===== src/rtl/slave_rx_pkg.sv =====
// Shared types and sizing helpers for the multi-lane serial slave receiver.
package slave_rx_pkg;

   typedef enum logic [1:0] {
      RX_IDLE,
      RX_SHIFT,
      RX_PARITY
   } rx_state_e;

   function automatic int unsigned beats(input int unsigned data_width, input int unsigned lanes);
      return data_width / lanes;
   endfunction

   // A single-beat word still needs a 1-bit counter.
   function automatic int unsigned cnt_width(input int unsigned n);
      return (n > 1) ? $clog2(n) : 1;
   endfunction

endpackage


===== src/rtl/slave_rx_fifo.sv =====
// Synchronous FIFO buffering assembled words; full-FIFO push is accepted only alongside a pop.
module slave_rx_fifo #(
   parameter int unsigned WIDTH = 8,
   parameter int unsigned DEPTH = 4
) (
   input  logic                     clk_i,
   input  logic                     rst_ni,
   input  logic                     push_i,
   input  logic [WIDTH-1:0]         data_i,
   input  logic                     pop_i,
   output logic [WIDTH-1:0]         data_o,
   output logic                     full_o,
   output logic                     empty_o,
   output logic [$clog2(DEPTH):0]   level_o
);

   localparam int unsigned AW = $clog2(DEPTH);
   localparam int unsigned LW = AW + 1;

   logic [WIDTH-1:0] mem_q [DEPTH];
   logic [AW-1:0]    wptr_q, rptr_q;
   logic [LW-1:0]    level_q;
   logic             do_push, do_pop;

   assign empty_o = (level_q == '0);
   assign full_o  = (level_q == LW'(DEPTH));
   assign do_pop  = pop_i & ~empty_o;
   assign do_push = push_i & (~full_o | do_pop);
   assign level_o = level_q;
   assign data_o  = empty_o ? '0 : mem_q[rptr_q];

   always_ff @(posedge clk_i) begin
      if (do_push) mem_q[wptr_q] <= data_i;
   end

   always_ff @(posedge clk_i or negedge rst_ni) begin
      if (!rst_ni) begin
         wptr_q  <= '0;
         rptr_q  <= '0;
         level_q <= '0;
      end else begin
         if (do_push) wptr_q <= wptr_q + AW'(1);
         if (do_pop)  rptr_q <= rptr_q + AW'(1);
         unique case ({do_push, do_pop})
            2'b10:   level_q <= level_q + LW'(1);
            2'b01:   level_q <= level_q - LW'(1);
            default: level_q <= level_q;
         endcase
      end
   end

endmodule


===== src/rtl/multilane_slave_rx.sv =====
// Multi-lane serial slave receiver: CS-gated beat assembly, FIFO buffering, valid/ready output.
// Define SLAVE_RX_PARITY_EN to add a trailing even-parity beat per word and tag words with rx_perr.
module multilane_slave_rx
   import slave_rx_pkg::*;
#(
   parameter int unsigned DATA_WIDTH = 8,
   parameter int unsigned LANES      = 2,
   parameter int unsigned FIFO_DEPTH = 4,
   parameter int unsigned MSB_FIRST  = 1
) (
   input  logic                          sclk,
   input  logic                          rstn,
   input  logic                          CS,
   input  logic [LANES-1:0]              InLine,
   output logic [DATA_WIDTH-1:0]         rx_data,
   output logic                          rx_valid,
   input  logic                          rx_ready,
   output logic                          rx_perr,
   output logic                          frame_abort,
   output logic                          overflow,
   output logic [$clog2(FIFO_DEPTH):0]   fifo_level
);

   localparam int unsigned BEATS = beats(DATA_WIDTH, LANES);
   localparam int unsigned CW    = cnt_width(BEATS);
`ifdef SLAVE_RX_PARITY_EN
   localparam int unsigned FW = DATA_WIDTH + 1;
`else
   localparam int unsigned FW = DATA_WIDTH;
`endif

   rx_state_e             state_q, state_d;
   logic [CW-1:0]         cnt_q, cnt_d;
   logic [DATA_WIDTH-1:0] shift_q, shift_d, shifted;
   logic                  abort_q, abort_d;
   logic                  ovf_q, ovf_d;
   logic                  push, pop, full, empty;
   logic [FW-1:0]         push_data, head;

   // Every bit of the shift register is replaced after BEATS beats, so no clear between words.
   always_comb begin
      if (MSB_FIRST != 0) begin
         shifted = (shift_q << LANES) | DATA_WIDTH'(InLine);
      end else begin
         shifted = (shift_q >> LANES) | (DATA_WIDTH'(InLine) << (DATA_WIDTH - LANES));
      end
   end

   always_comb begin
      state_d = state_q;
      cnt_d   = cnt_q;
      shift_d = shift_q;
      push    = 1'b0;
      abort_d = 1'b0;
`ifdef SLAVE_RX_PARITY_EN
      push_data = {^shift_q ^ InLine[0], shift_q};
`else
      push_data = shifted;
`endif
      if (CS) begin
         abort_d = (state_q == RX_PARITY) || (cnt_q != '0);
         state_d = RX_IDLE;
         cnt_d   = '0;
      end else begin
         unique case (state_q)
            RX_IDLE, RX_SHIFT: begin
               shift_d = shifted;
               if (cnt_q == CW'(BEATS - 1)) begin
                  cnt_d = '0;
`ifdef SLAVE_RX_PARITY_EN
                  state_d = RX_PARITY;
`else
                  state_d = RX_SHIFT;
                  push    = 1'b1;
`endif
               end else begin
                  cnt_d   = cnt_q + CW'(1);
                  state_d = RX_SHIFT;
               end
            end
`ifdef SLAVE_RX_PARITY_EN
            RX_PARITY: begin
               push    = 1'b1;
               state_d = RX_SHIFT;
            end
`endif
            default: state_d = RX_IDLE;
         endcase
      end
   end

   assign pop   = rx_valid & rx_ready;
   assign ovf_d = push & full & ~pop;

   always_ff @(posedge sclk or negedge rstn) begin
      if (!rstn) begin
         state_q <= RX_IDLE;
         cnt_q   <= '0;
         shift_q <= '0;
         abort_q <= 1'b0;
         ovf_q   <= 1'b0;
      end else begin
         state_q <= state_d;
         cnt_q   <= cnt_d;
         shift_q <= shift_d;
         abort_q <= abort_d;
         ovf_q   <= ovf_d;
      end
   end

   slave_rx_fifo #(
      .WIDTH (FW),
      .DEPTH (FIFO_DEPTH)
   ) u_fifo (
      .clk_i   (sclk),
      .rst_ni  (rstn),
      .push_i  (push),
      .data_i  (push_data),
      .pop_i   (pop),
      .data_o  (head),
      .full_o  (full),
      .empty_o (empty),
      .level_o (fifo_level)
   );

   assign rx_valid    = ~empty;
   assign frame_abort = abort_q;
   assign overflow    = ovf_q;
`ifdef SLAVE_RX_PARITY_EN
   assign rx_data = head[DATA_WIDTH-1:0];
   assign rx_perr = head[DATA_WIDTH];
`else
   assign rx_data = head;
   assign rx_perr = 1'b0;
`endif

endmodule


===== config.mk =====
export PLATFORM = sky130hd
export DESIGN_NAME = multilane_slave_rx
export DESIGN_NICKNAME = d
export VERILOG_FILES = /design/src/rtl/slave_rx_pkg.sv /design/src/rtl/slave_rx_fifo.sv /design/src/rtl/multilane_slave_rx.sv
export SDC_FILE = /design/constraint.sdc
export NUM_CORES = 1
export LEC_CHECK = 0
export CELL_PAD_IN_SITES_DETAIL_PLACEMENT = 1
export CELL_PAD_IN_SITES_GLOBAL_PLACEMENT = 2
export CORE_ASPECT_RATIO = 0.6
export CORE_MARGIN = 4
export CORE_UTILIZATION = 41
export CTS_CLUSTER_SIZE = 14
export DETAILED_ROUTE_END_ITERATION = 10
export PLACE_DENSITY = 0.77
export SYNTH_ARGS = -nofsm -noshare
export SYNTH_HDL_FRONTEND = slang
export SYNTH_SLANG_ARGS = --single-unit

===== constraint.sdc =====
create_clock -name sclk -period 2.9 [get_ports sclk]
set_clock_uncertainty 0.2 [all_clocks]
set_input_delay 0.725 -clock sclk [delete_from_list [all_inputs] [get_ports sclk]]
set_output_delay 0.725 -clock sclk [all_outputs]
set_load 0.02 [all_outputs]

### After elaboration in Yosys (flattened, before gate mapping)

Memories as Yosys holds them, arrays and structs flattened.
Cells that the tools add are included.

* add/subtract/negate cells: 5
* $mul: 0
* div/mod/pow operators: 0
* magnitude comparators: 0
* eq/ne operators: 6
* shift-type cells: 0
* mux-type cells: 13
* bitwise logic cells: 11
* reductions and logical operators: 8

Operators with widths (count)
* $mux 2: 4
* $mux 8: 1
* $or 8x2->8: 1
* $mux 1: 7
* $add 2x1->2 const B: 3
* $eq 2x2->1 const B: 3
* $pmux 3 s2: 1
* $reduce_bool 2->1: 3
* $and 1x1->1: 5
* $eq 2x1->1 const B: 2
* $not 1->1: 4
* $add 3x1->3 const B: 1
* $eq 3x3->1 const B: 1
* $logic_not 3->1: 1
* $sub 3x1->3 const B: 1
* $logic_not 2->1: 1
* $reduce_and 2->1: 1
* $reduce_or 2->1: 1
* $logic_or 1x1->1: 1
* $or 1x1->1: 1

* register bits: 19
* bits in latches: 0
* bits in writable memories: 32
* bits in read-only memories: 0
* input bits: 6
* output and inout port bits: 15
* logic and storage cells: 52
* memories: 1

Memory list
* u_fifo.mem_q: words 4, bits a word 8, rd ports 1, clocked after memory_dff 0, write ports 1, RTL line slave_rx_fifo.sv:20 `logic [WIDTH-1:0] mem_q [DEPTH];`

### Logic depth before layout (Yosys ltp)

* word-level depth: 8
* mapped depth: 10
* mapped depth without buffers: 9

### By module

A second synthesis with hierarchy kept.

* cells, all modules: 120
* area total of the unflattened synthesis: 2092.0 um^2

By module, submodules not included
* slave_rx_fifo: instances 1, cells an instance 90, area each 1645.3 um^2, sequential area each 1136.1 um^2
* multilane_slave_rx: instances 1, cells an instance 30, area each 446.7 um^2, sequential area each 250.2 um^2

### Worst setup path after synthesis

No wires, ideal clock.

* kind: input -> register
* start: in rx_ready
* end: reg u_fifo.level_q[2], in the netlist u_fifo.level_o[2]
* setup time: 0.080 ns
* arrival time: 2.517 ns
* data required time: 2.620 ns
* slack: 0.104 ns
* stages: 10
* buffers on the path: 1
* path through: or4b_1 > and3b_1 > buf_6 > inv_1 > ha_1 > inv_1 > fa_1 > xor2_1 > nor2_1 > xor2_1

* word-level cells in the longest chain between the ends: 6
* elaborated cells between the ends (all ways): 8
* classes of those cells: eq/ne: 2; mux: 1; bitwise: 4; reduce/logical: 1

Ends and longest elaborated chain
* from (decl): RTL line multilane_slave_rx.sv:17 `input logic rx_ready,`
* $and 1x1->1 (*): RTL line multilane_slave_rx.sv:92 `assign pop = rx_valid & rx_ready;`
* $and 1x1->1 (*): RTL line slave_rx_fifo.sv:27 `assign do_pop = pop_i & ~empty_o;`
* $or 1x1->1: RTL line slave_rx_fifo.sv:28 `assign do_push = push_i & (~full_o | do_pop);`
* $and 1x1->1: RTL line slave_rx_fifo.sv:28
* $eq 2x1->1 / $eq 2x2->1 (equally long branches): RTL line slave_rx_fifo.sv:44 `unique case ({do_push, do_pop})`
* $pmux 3 s2 / $reduce_bool 2->1 (equally long branches)
* to (signal assigned): RTL line slave_rx_fifo.sv:45 `2'b10: level_q <= level_q + LW'(1);`
* to (signal assigned): RTL line slave_rx_fifo.sv:46 `2'b01: level_q <= level_q - LW'(1);`
* to (signal assigned): RTL line slave_rx_fifo.sv:47 `default: level_q <= level_q;`
* to (decl): RTL line slave_rx_fifo.sv:22 `logic [LW-1:0] level_q;`

Mark *: on every way between the ends. The rest lies on a longest branch, timed or not.
A chain may end at the register's enable or synchronous reset.

### Final worst setup path

* start: reg u_fifo.rptr_q[0]
* end: out rx_data[7]

* word-level cells in the longest chain between the ends: 2

Ends and longest elaborated chain
* from (decl): RTL line slave_rx_fifo.sv:21 `logic [AW-1:0] wptr_q, rptr_q;`
* from (signal assigned): RTL line slave_rx_fifo.sv:43 `if (do_pop) rptr_q <= rptr_q + AW'(1);`
* $mem_v2 4x8
* $mux 8: RTL line slave_rx_fifo.sv:30 `assign data_o = empty_o ? '0 : mem_q[rptr_q];`
* to (decl): RTL line multilane_slave_rx.sv:15 `output logic [DATA_WIDTH-1:0] rx_data,`

No other way between the ends.

==> reports/metrics.cfg <==
[outcome]
status=completed

[flow_run]
drv_cap=0

[worst_setup_path]
cp.arrival_ns=1.84
critical_path_buf_inv_count=2
cpLargestDelayFamily=multiplexers
crit_fanout=5
cp_slowest_cell=mux4_2
cp_slowest_stage_delay_ns=0.51
worst_setup_path_end_kind=primary output
crit_path_cell_trace=buf_4, mux4_2, and2_1, dlygate4sd2_1
cp.required_ns=1.98
start_kind=flop
criticalPathCategory=flop to primary output

[synthesis]
syn_avg_cell_area_um2=17.4
synth_cell_type_count=27
synth-seq-cells=49
syn_area_um2=2030
synthSimpleGateAreaFrac_pct=7.33
synth_top_family_by_area=multiplexers
synthCells=117
synth_compound_area_share_pct=0.246
synthMuxAreaShare_pct=12.9
yosys.area_share.xor_xnor_pct=2.59
syn-num-nets=131
synthAdderAreaFrac_pct=5.30
ys_warn_count=0
ys_seq_area_share_pct=68.2

[finish]
diodes=0
seqCellArea_um2=1390
post-route-util_pct=51.7
fillers=442
nNetsFinal=158
layout_common_cells=32 x edfxtp_1, 17 x dfrtp_1, 10 x and2_1, 10 x clkdlybuf4s50_1
multi_input_comb_area_um2=593
instances_no_fill=208
final_common_cell=edfxtp_1
drive_gt1_share_pct=25.5
areaGrowthSynthToFinish_pct=19.1

[grt]
grt_overflow_total=0
track_usage_pct=13.8
grt_pass1_wl_um=6330
grt_pass1_vias=1156
antenna_found_initial=0
grt_start_max_net_pins=18

[clocking]
clock_latency_ns=0.30
cts.clk_slew.worst_paths_ns=0.09
clock-sinks=49
htreeDepth=2
cts_max_path_buffers=2
cts_tree=yes
clockRootBuffer=clkbuf_8
numCtsBuffers=5

[timing]
hold_slack_ns=0.292
setup_slack_ns=0.136
hold_viol_final=0
fmax_ghz=0.362
slew_viol_final=0
rsz0062_at_grt=false
period_needed_ns=2.76
setup_viol=0
period_share_pct=95.3

[placed_design]
dp.cells=200
portBuffers=19
dp.final_hpwl_um=2620
post-place-ws_ns=-0.315
gp_congestion=0.716

[die]
ios=21
start_util_pct=43.4
die_h_um=62.5
dieArea_um2=6180
core_area_um2=4680
die_w_um=98.9
row_count=19

[detailed_routing]
ant_nets=0
first_pass_iters=4
wl_per_cell_um=17.5
vias=1001
vias_per_cell=4.81
drt-total-wl_um=3630
post-route-drc-count=0
first_iter_violations=33

[min_path]
hold_class=flop to flop

[power]
clkPwrFrac_pct=19.9
power_frac_seq_pct=44.4
power.total_mw=2.11
p_int_mw=1.42
switching_power_mw=0.687
power_density_nw_per_um2=870
p_sw_share_pct=32.6
ir_drop_uv=382
p_comb_share_pct=35.7
total_leakage_power_nw=0.934

area by class of cell:
cell class / count / share of cell area [%]
Clock inverter: 2 / 0.569
Multi-Input combinational cell: 54 / 24.5
Inverter: 8 / 1.24
Clock buffer: 6 / 3.41
Tap cell: 63 / 3.26
Timing Repair Buffer: 26 / 9.72
Sequential cell: 49 / 57.3
cells in the mapped netlist, drive strengths merged:
library cell,number,area (µm²)
clkbuf,3,11.3
dfrtp,17,425
nor2b,2,12.5
or4b,1,10.0
and2,13,85.1
inv,8,30.0
and3b,1,8.76
xnor2,3,26.3
mux4,8,180
fa,1,20.0
mux2,7,82.6
nand3,1,5.00
xor2,3,26.3
edfxtp,32,961
buf,3,23.8
nor3,1,5.00
nor2,1,3.75
or3,1,7.51
nor3b,1,7.51
o21ai,1,5.00
conb,1,3.75
nand2,1,3.75
ha,7,87.6
logic make-up after synthesis:
group / after synthesis
DFF: 49
adders and majority gates: 8
and+or+nand+nor: 23
xor gates and xnor gates: 6
muxes: 15
buffers and inverters: 14
other: 1
AOI/OAI and AO/OA: 1
sequential cells by signal (all words and copies together), names as in the netlist:
name	flops
u_fifo.wptr_q	2
overflow	1
shift_q	6
cnt_q	2
u_fifo.level_o	3
u_fifo.mem_q	32
frame_abort	1
u_fifo.rptr_q	2
per-layer routing:
layer	vias up	routed length [µm]	GRT usage [%]
li1	466	-	-
met1	517	1720	18.1
met2	13	1750	21.4
met3	5	101	4.01
met4	0	60	5.62
met5	-	0	0
metrics by stage:
step	area (µm²)	TNS, ns
2_1_floorplan	2030	0
4_1_cts	2410	0
3_5_place_dp	2320	-0.470
5_1_grt	2420	0
3_3_place_gp	2320	-0.270
6_report	2420	0
power by group through the flow:
stage	Sequential, mW	Combinational (mW)	Clock, mW
floorplan	0.924	0.495	0
global placement	0.941	0.792	0
detailed placement	0.950	0.816	0
CTS	0.937	0.767	0.430
global route	0.952	0.830	0.470
finish	0.935	0.752	0.419
final timing paths:
path	slack [ns]	startpoint	depth (start not counted)	endpoint
min reg2reg	0.29	cnt_q[0]$_DFF_PN0_	1	cnt_q[0]$_DFF_PN0_
max	0.14	u_fifo.rptr_q[0]$_DFFE_PN0P_	4	rx_data[7]
min	0.29	cnt_q[0]$_DFF_PN0_	1	cnt_q[0]$_DFF_PN0_
max in group asynchronous	1.74	rstn	2	u_fifo.wptr_q[1]$_DFFE_PN0P_
max reg2reg	0.39	u_fifo.level_o[0]$_DFFE_PN0P_	9	u_fifo.level_o[2]$_DFFE_PN0P_
min in group asynchronous	0.55	rstn	2	u_fifo.level_o[1]$_DFFE_PN0P_
what timing repair did:
item	in CTS	in global routing
setup buffers	0	0
endpoints found under the hold margin	0	0
pin swaps	0	2
setup endpoints to repair	8	1
resized for setup	9	4
hold buffers	0	0
No activity file was read; power rests on OpenSTA's default activity.
